$ cat config.mk
export PLATFORM = sky130hd
export DESIGN_NAME = bomb_square_object
export DESIGN_NICKNAME = d
export VERILOG_FILES = /design/src/rtl/bomb_square_object.sv
export SDC_FILE = /design/constraint.sdc
export NUM_CORES = 1
export LEC_CHECK = 0
export BUFFER_PORTS_ARGS = -buffer_cell sky130_fd_sc_hd__buf_2
export CAP_MARGIN = 20
export CORE_MARGIN = 2
export CORE_UTILIZATION = 55
export DETAILED_ROUTE_END_ITERATION = 6
export GPL_ROUTABILITY_DRIVEN = 0
export GPL_TIMING_DRIVEN = 0
export PLACE_DENSITY = 0.95
export SKIP_LAST_GASP = 1
export SLEW_MARGIN = 20
export SYNTH_ARGS = -nofsm -noshare
export SYNTH_HDL_FRONTEND = slang
export SYNTH_SLANG_ARGS = --single-unit
$ cat constraint.sdc
create_clock -name clk -period 4.6 [get_ports clk]
set_input_delay 0.23 -clock clk [delete_from_list [all_inputs] [get_ports clk]]
set_output_delay 0.23 -clock clk [all_outputs]
set_load 0.02 [all_outputs]
$ cat src/rtl/bomb_square_object.sv
// Single bomb lifecycle (place, fuse, blink, explode) plus the registered
// per-pixel hit test feeding the bomb bitmap.
module bomb_square_object #(
    parameter int OBJECT_WIDTH   = 32,
    parameter int OBJECT_HEIGHT  = 32,
    parameter int GRID_BITS      = 5,
    parameter int SCREEN_WIDTH   = 640,
    parameter int SCREEN_HEIGHT  = 480,
    parameter int FUSE_FRAMES    = 120,
    parameter int BLINK_FRAMES   = 30,
    parameter int BLINK_BIT      = 2,
    parameter int EXPLODE_FRAMES = 30
) (
    input  logic        clk,
    input  logic        resetN,
    input  logic        startOfFrame,
    input  logic [10:0] pixelX,
    input  logic [10:0] pixelY,
    input  logic        placeReq,
    input  logic [10:0] playerX,
    input  logic [10:0] playerY,
    input  logic        detonateReq,
    output logic [10:0] offsetX,
    output logic [10:0] offsetY,
    output logic        InsideRectangle,
    output logic [10:0] topLeftX,
    output logic [10:0] topLeftY,
    output logic        bombActive,
    output logic        exploding,
    output logic        explodePulse
);

    localparam int CNT_MAX = (FUSE_FRAMES > EXPLODE_FRAMES) ? FUSE_FRAMES : EXPLODE_FRAMES;
    localparam int CNT_W   = $clog2(CNT_MAX + 1);

    localparam logic [11:0] GRID_MASK = ~(12'((1 << GRID_BITS) - 1));
    localparam logic [11:0] HALF_W    = 12'(OBJECT_WIDTH / 2);
    localparam logic [11:0] HALF_H    = 12'(OBJECT_HEIGHT / 2);
    localparam logic [11:0] MAX_X     = 12'(SCREEN_WIDTH - OBJECT_WIDTH);
    localparam logic [11:0] MAX_Y     = 12'(SCREEN_HEIGHT - OBJECT_HEIGHT);
    localparam logic [11:0] OBJ_W12   = 12'(OBJECT_WIDTH);
    localparam logic [11:0] OBJ_H12   = 12'(OBJECT_HEIGHT);

    typedef enum logic [1:0] {
        ST_IDLE      = 2'd0,
        ST_ARMED     = 2'd1,
        ST_EXPLODING = 2'd2
    } state_t;

    state_t           state_r, state_s;
    logic [CNT_W-1:0] cnt_r, cnt_s;
    logic [10:0]      tlx_r, tlx_s, tly_r, tly_s;
    logic             pulse_r, pulse_s;
    logic             inside_r;
    logic [10:0]      offx_r, offy_r;

    logic             inside_s, visible_s, fuse_done_s;
    logic [11:0]      px12_s, py12_s, tlx12_s, tly12_s;

    // Centre the bomb under the player, snap to the grid, keep it on screen.
    function automatic logic [10:0] snap_pos(input logic [10:0] p, input logic [11:0] half,
                                             input logic [11:0] lim);
        logic [11:0] s;
        s = ({1'b0, p} + half) & GRID_MASK;
        if (s > lim) begin
            s = lim;
        end else begin
            s = s;
        end
        return s[10:0];
    endfunction

    // Lifecycle next-state: placement, fuse countdown, detonation, explosion window.
    always_comb begin
        state_s     = state_r;
        cnt_s       = cnt_r;
        tlx_s       = tlx_r;
        tly_s       = tly_r;
        pulse_s     = 1'b0;
        fuse_done_s = startOfFrame && (cnt_r == CNT_W'(1));
        case (state_r)
            ST_IDLE: begin
                cnt_s = '0;
                if (placeReq) begin
                    state_s = ST_ARMED;
                    cnt_s   = CNT_W'(FUSE_FRAMES);
                    tlx_s   = snap_pos(playerX, HALF_W, MAX_X);
                    tly_s   = snap_pos(playerY, HALF_H, MAX_Y);
                end else begin
                    state_s = ST_IDLE;
                end
            end
            ST_ARMED: begin
                // Chain detonation and fuse expiry collapse into one transition/pulse.
                if (detonateReq || fuse_done_s) begin
                    state_s = ST_EXPLODING;
                    cnt_s   = CNT_W'(EXPLODE_FRAMES);
                    pulse_s = 1'b1;
                end else if (startOfFrame) begin
                    cnt_s = cnt_r - CNT_W'(1);
                end else begin
                    cnt_s = cnt_r;
                end
            end
            ST_EXPLODING: begin
                if (fuse_done_s) begin
                    state_s = ST_IDLE;
                    cnt_s   = '0;
                end else if (startOfFrame) begin
                    cnt_s = cnt_r - CNT_W'(1);
                end else begin
                    cnt_s = cnt_r;
                end
            end
            default: begin
                state_s = ST_IDLE;
                cnt_s   = '0;
            end
        endcase
    end

    // Hit test against the latched position, with blink gating near the end of the fuse.
    always_comb begin
        px12_s    = {1'b0, pixelX};
        py12_s    = {1'b0, pixelY};
        tlx12_s   = {1'b0, tlx_r};
        tly12_s   = {1'b0, tly_r};
        inside_s  = (px12_s >= tlx12_s) && (px12_s < tlx12_s + OBJ_W12) &&
                    (py12_s >= tly12_s) && (py12_s < tly12_s + OBJ_H12);
        visible_s = (state_r == ST_ARMED) &&
                    ((cnt_r > CNT_W'(BLINK_FRAMES)) || !cnt_r[BLINK_BIT]);
    end

    // State, counter, position and per-pixel output registers.
    always_ff @(posedge clk or negedge resetN) begin
        if (!resetN) begin
            state_r  <= ST_IDLE;
            cnt_r    <= '0;
            tlx_r    <= 11'd0;
            tly_r    <= 11'd0;
            pulse_r  <= 1'b0;
            inside_r <= 1'b0;
            offx_r   <= 11'd0;
            offy_r   <= 11'd0;
        end else begin
            state_r  <= state_s;
            cnt_r    <= cnt_s;
            tlx_r    <= tlx_s;
            tly_r    <= tly_s;
            pulse_r  <= pulse_s;
            inside_r <= inside_s && visible_s;
            offx_r   <= inside_s ? (pixelX - tlx_r) : 11'd0;
            offy_r   <= inside_s ? (pixelY - tly_r) : 11'd0;
        end
    end

    assign offsetX         = offx_r;
    assign offsetY         = offy_r;
    assign InsideRectangle = inside_r;
    assign topLeftX        = tlx_r;
    assign topLeftY        = tly_r;
    assign bombActive      = (state_r == ST_ARMED);
    assign exploding       = (state_r == ST_EXPLODING);
    assign explodePulse    = pulse_r;

endmodule
# Word level (Yosys, flattened, before mapping)
# Cells that the tools add are included.
[totals]
regBits = 55
output_inout_bits = 48
[op_classes]
magnitude_cmp = 7
mux = 15
add_sub_neg = 7
n_reduce_logical = 12
n_eq_ne = 5
[ops]
columns = ["op", "n"]
rows = [
  ["$mux W11", 4],
  ["$mux W7", 4],
  ["$add A11 B5 Y12 const B", 2],
  ["$add A11 B6 Y12 const B", 2],
  ["$lt A11 B12 Y1", 2],
  ["$ge A11 B11 Y1", 2],
  ["$sub A11 B11 Y11", 2],
  ["$pmux W7 S3", 1],
  ["$gt A12 B10 Y1 const B", 1],
  ["$gt A12 B9 Y1 const B", 1],
  ["$eq A7 B1 Y1 const B", 1],
  ["$gt A7 B5 Y1 const B", 1],
  ["$sub A7 B1 Y7 const B", 1],
  ["$logic_and A1 B1 Y1", 6],
  ["$pmux W2 S3", 1],
  ["$mux W2", 2],
  ["$ne A2 B1 Y1 const B", 2],
  ["$reduce_and A2 Y1", 2],
  ["$mux W1", 3],
  ["$eq A2 B1 Y1 const B", 1],
  ["$eq A2 B2 Y1 const B", 1],
  ["$logic_not A2 Y1", 1],
  ["$logic_or A1 B1 Y1", 2],
  ["$logic_not A1 Y1", 1],
]

# Depth between registers and ports, before layout
[depth]
depth_word = 6
ltp_mapped = 10

# Least setup slack after synthesis
# OpenSTA, ideal clock, no wires.
[synth_path]
path_kind = "reg2reg"
startpoint = "register tly_r[6] (netlist: topLeftY[6])"
endpoint = "register offx_r[0] (netlist: offsetX[0])"
setup_ns = 0.066
arrival_time_ns = 2.320
n_path_buf = 1
t_required_ns = 4.534
setup_slack_ns = 2.214
path_stages_with_launch = 9
path_cell_list = "dfrtp_1 > inv_1 > ha_1 > or4b_1 > o41ai_2 > nand2_1 > a2111oi_4 > buf_4 > and2_1"
[synth_via]
elab_chain_len = 4
elab_cells_between_ends = 6
classes_between = "add/sub (1); order compare (2); mux (1); reduce/logical (2)"
[synth_rtl]
columns = ["element", "line_no", "rtl"]
rows = [
  ["start: declaration", "52", "logic [10:0] tlx_r, tlx_s, tly_r, tly_s;"],
  ["start signal: assignment", "149", "tly_r <= tly_s;"],
  ["$add A11 B6 Y12 or $ge A11 B11 Y1 (tied branches)", "129", "(py12_s >= tly12_s) && (py12_s < tly12_s + OBJ_H12);"],
  ["$lt A11 B12 Y1 or $logic_and A1 B1 Y1 (tied branches)", "129, 128", ""],
  ["$logic_and A1 B1 Y1 *", "129", ""],
  ["$mux W11 *", "152", "offx_r <= inside_s ? (pixelX - tlx_r) : 11'd0;"],
  ["end signal: assignment", "152", ""],
  ["end: declaration", "55", "logic [10:0] offx_r, offy_r;"],
]
# Every way passes the cells marked *; elsewhere a longest branch is shown, timed or not.
# A chain may end at the register's enable or synchronous reset.

# Final worst setup path
# Same ends and word-level chain as after synthesis.

==> results.md <==
- Worst Hold Class: primary input to asynchronous set/reset pin
- Comb pwr share: 0.510
- Unrepaired setup endpoints after global routing: no
- Crit-path slowest cell: dfrtp_1
- Antenna-violating nets left: 0
- Initial DRC Count: 139
- Internal Pwr Total: 0.000955 W
- Initial antenna violation count: 0
- CP startpoint kind: flop
- YS warnings: 0
- Via density: 5.30
- Yosys top cell area share: 0.385
- Largest delay contributor family on the critical path: simple AND/OR/NAND/NOR gates
- Synth top area cells: dfrtp_1, ha_1, xnor2_1
- Reg2reg setup slack: roughly 2 ns
- Worst setup path start: topLeftY[6]
- Num CTS Buffers: 5
- Most frequent cells in the layout: buf_2, dfrtp_1, ha_1
- Hold buffer count at CTS: 0
- DIE AREA: about 5900 um2
- Max cap viols: 0
- Layout cell share with drive strength beyond 1: 0.264
- Drt first pass iters: 4
- I/O Pins: 97
- Fin crit share: 0.571
- Clock Skew: 0.0133 ns
- Core Area: between 5000 and 6000 um2
- Clock network fraction of total power: 0.143
- Peak supply drop: around 0.20 mV
- Worst-case clock buffer depth: 2
- Crit Path Max Fanout: 10
- Detail Placement HPWL: 4950 um
- Vias: about 2400
- Critical Path Max Stage Delay: around 0.46 ns
- Cells along the critical path: inv_1, ha_1, or4b_1, o41ai_2, nand2_1, a2111oi_4, buf_4, and2_1
- DR DRC count: 0
- Largest net degree at the start of global routing: 46
- CP required: between 4 and 5 ns
- GRT overflow: 0
- Layout net count: about 470
- Root Buffer: clkbuf_8
- Min Tclk post-route: about 2.6 ns
- Vias in the first global route: 2331
- Die Width: 76.9 um
- GR Util All Layers: 0.217
- Syn_area_per_cell: between 10 and 15 um2
- Crit path capture: offsetX[0]
- H-tree levels: 2
- Lkg Pwr: ~1.8 nW
- WS Path Type: flop to flop
- WP data arrival: between 2 and 3 ns
- Placed insts: 448
- Register area share after synthesis: 0.385
- Fraction of registers with async set/reset: 1.00
- Largest area contributor in the netlist: dfrtp_1
- Net Sw Frac: 0.423
- Final Hold Vio Count: 0
- FF-to-FF End: offsetX[0]
- Status: completed
- Max Clk Rate: about 380 MHz
- Crit path buf inv count: 2
- Seq cells post-synth: 45
- Yosys cell types: 48
- Routed WL: 6190 um
- Commonest non-fill, non-tap cell in the layout: buf_2
- Psw: approximately 0.0007 W
- CTS resizes: 0
- Wirelength per Cell: around 14 um
- Worst skew pair latency: around 0.3 ns
- Post-Syn Area: ~2900 um2
- Post-synth EDFFs: 0
- Final slew viol count: 0
- # diodes: 0
- CP Depth: 8
- Top FF cell, synth: dfrtp_1
- Die H: a little under 80 um
- Dpl ws: between 2 and 2.5 ns
- # setup viols final: 0
- Post-Layout Cell Count: roughly 460
- Global-route wire length before repair: approximately 10000 um
- Initial Util: 0.573
- Area Growth Syn to Fin: 20.3%
- Cells after Synth: 291
- Worst r2r src: topLeftY[6]
- Worst-margin pin slew: 0.918 ns
- Fin util: 0.689
- IO Port Bufs: 78
- Final setup TNS: 0 ns
- Sequential group share of total power: 0.347
- Clk sink count: 45
- Slew HR: 0.388
- CTS clk-pin slew, worst paths: roughly 0.090 ns
- Pwr per Cell Area: approximately 470 nW/um2
- Worst r2r path cells: 8
- Final WS setup: around 2.0 ns
- CTS tree: yes
- Post-CTS setup buffer count: 0
- Crit end category: flop
- Std-Cell Rows: 26
==> metal layers <==
layer | global-route usage | vias to the layer above | wire (um)
li1 | - | 1194 | -
met1 | 0.266 | 1111 | 2590
met2 | 0.382 | 98 | 3030
met3 | 0.0388 | 13 | 411
met4 | 0.0745 | 0 | 157
met5 | 0 | - | 0
==> sequential cells by signal (all words and copies together), names as in the netlist <==
register	cells
InsideRectangle	1
cnt_r	7
explodePulse	1
offsetX	11
offsetY	11
state_r	2
topLeftX	6
topLeftY	6
==> cells by family after synthesis <==
group           share of synthesized area
compound gates                      0.160
xor+xnor                           0.0719
fa+ha+maj                           0.146
buf+inv                            0.0616
flops                               0.385
other cells                       0.00128
simple gates                        0.174
==> metrics by stage <==
step	area, um2	power, W	hold slack [ns]
after CTS	3520	0.00165	0.0886
after global routing	3520	0.00179	0.129
final	3520	0.00165	0.0512
after global placement	3440	0.00137	0.409
after floorplan	2960	0.00118	-0.0656
after detailed placement	3440	0.00141	0.413
==> power by group through the flow <==
stage	combinational (W)	clock (W)	sequential [W]
after global routing	0.000943	0.000263	0.000587
after CTS	0.000844	0.000238	0.000572
after detailed placement	0.000833	0	0.000578
final	0.000844	0.000236	0.000574
after global placement	0.000794	0	0.000573
after floorplan	0.000541	0	0.000637
==> worst min path at each step <==
stage / to / cells after the start
5_1_grt: cnt_r[1] / 1
6_report: state_r[1] / 1
3_5_place_dp: state_r[1] / 1
4_1_cts: state_r[1] / 1
3_3_place_gp: state_r[1] / 1
2_1_floorplan: InsideRectangle / 0
==> layout make-up <==
class	instances	area, um2
inverter	21	78.8
clock buffer	6	72.6
clock inverter	2	10.0
buffer	14	101
multi-input combinational	220	1650
fill	386	1590
tap	70	87.6
sequential	45	1130
timing repair buffer	78	390
==> cell usage after synthesis (all sizes together), types with 2 or more instances <==
library cell,n
a2bb2oi,2
and2,19
xor2,7
nor3,7
a22oi,4
fa,2
a21o,4
o31a,2
a21oi,9
nand3,12
nand2,9
nor4b,2
and4,2
and3,5
nand2b,2
o31ai,2
dfrtp,45
ha,31
nor2,14
o32ai,2
a211oi,5
clkbuf,2
a31oi,4
inv,21
o211a,2
buf,12
o21ai,10
nor2b,12
o22ai,2
o311a,2
xnor2,17
o21a,6
Power figures use the tool's default switching activity.
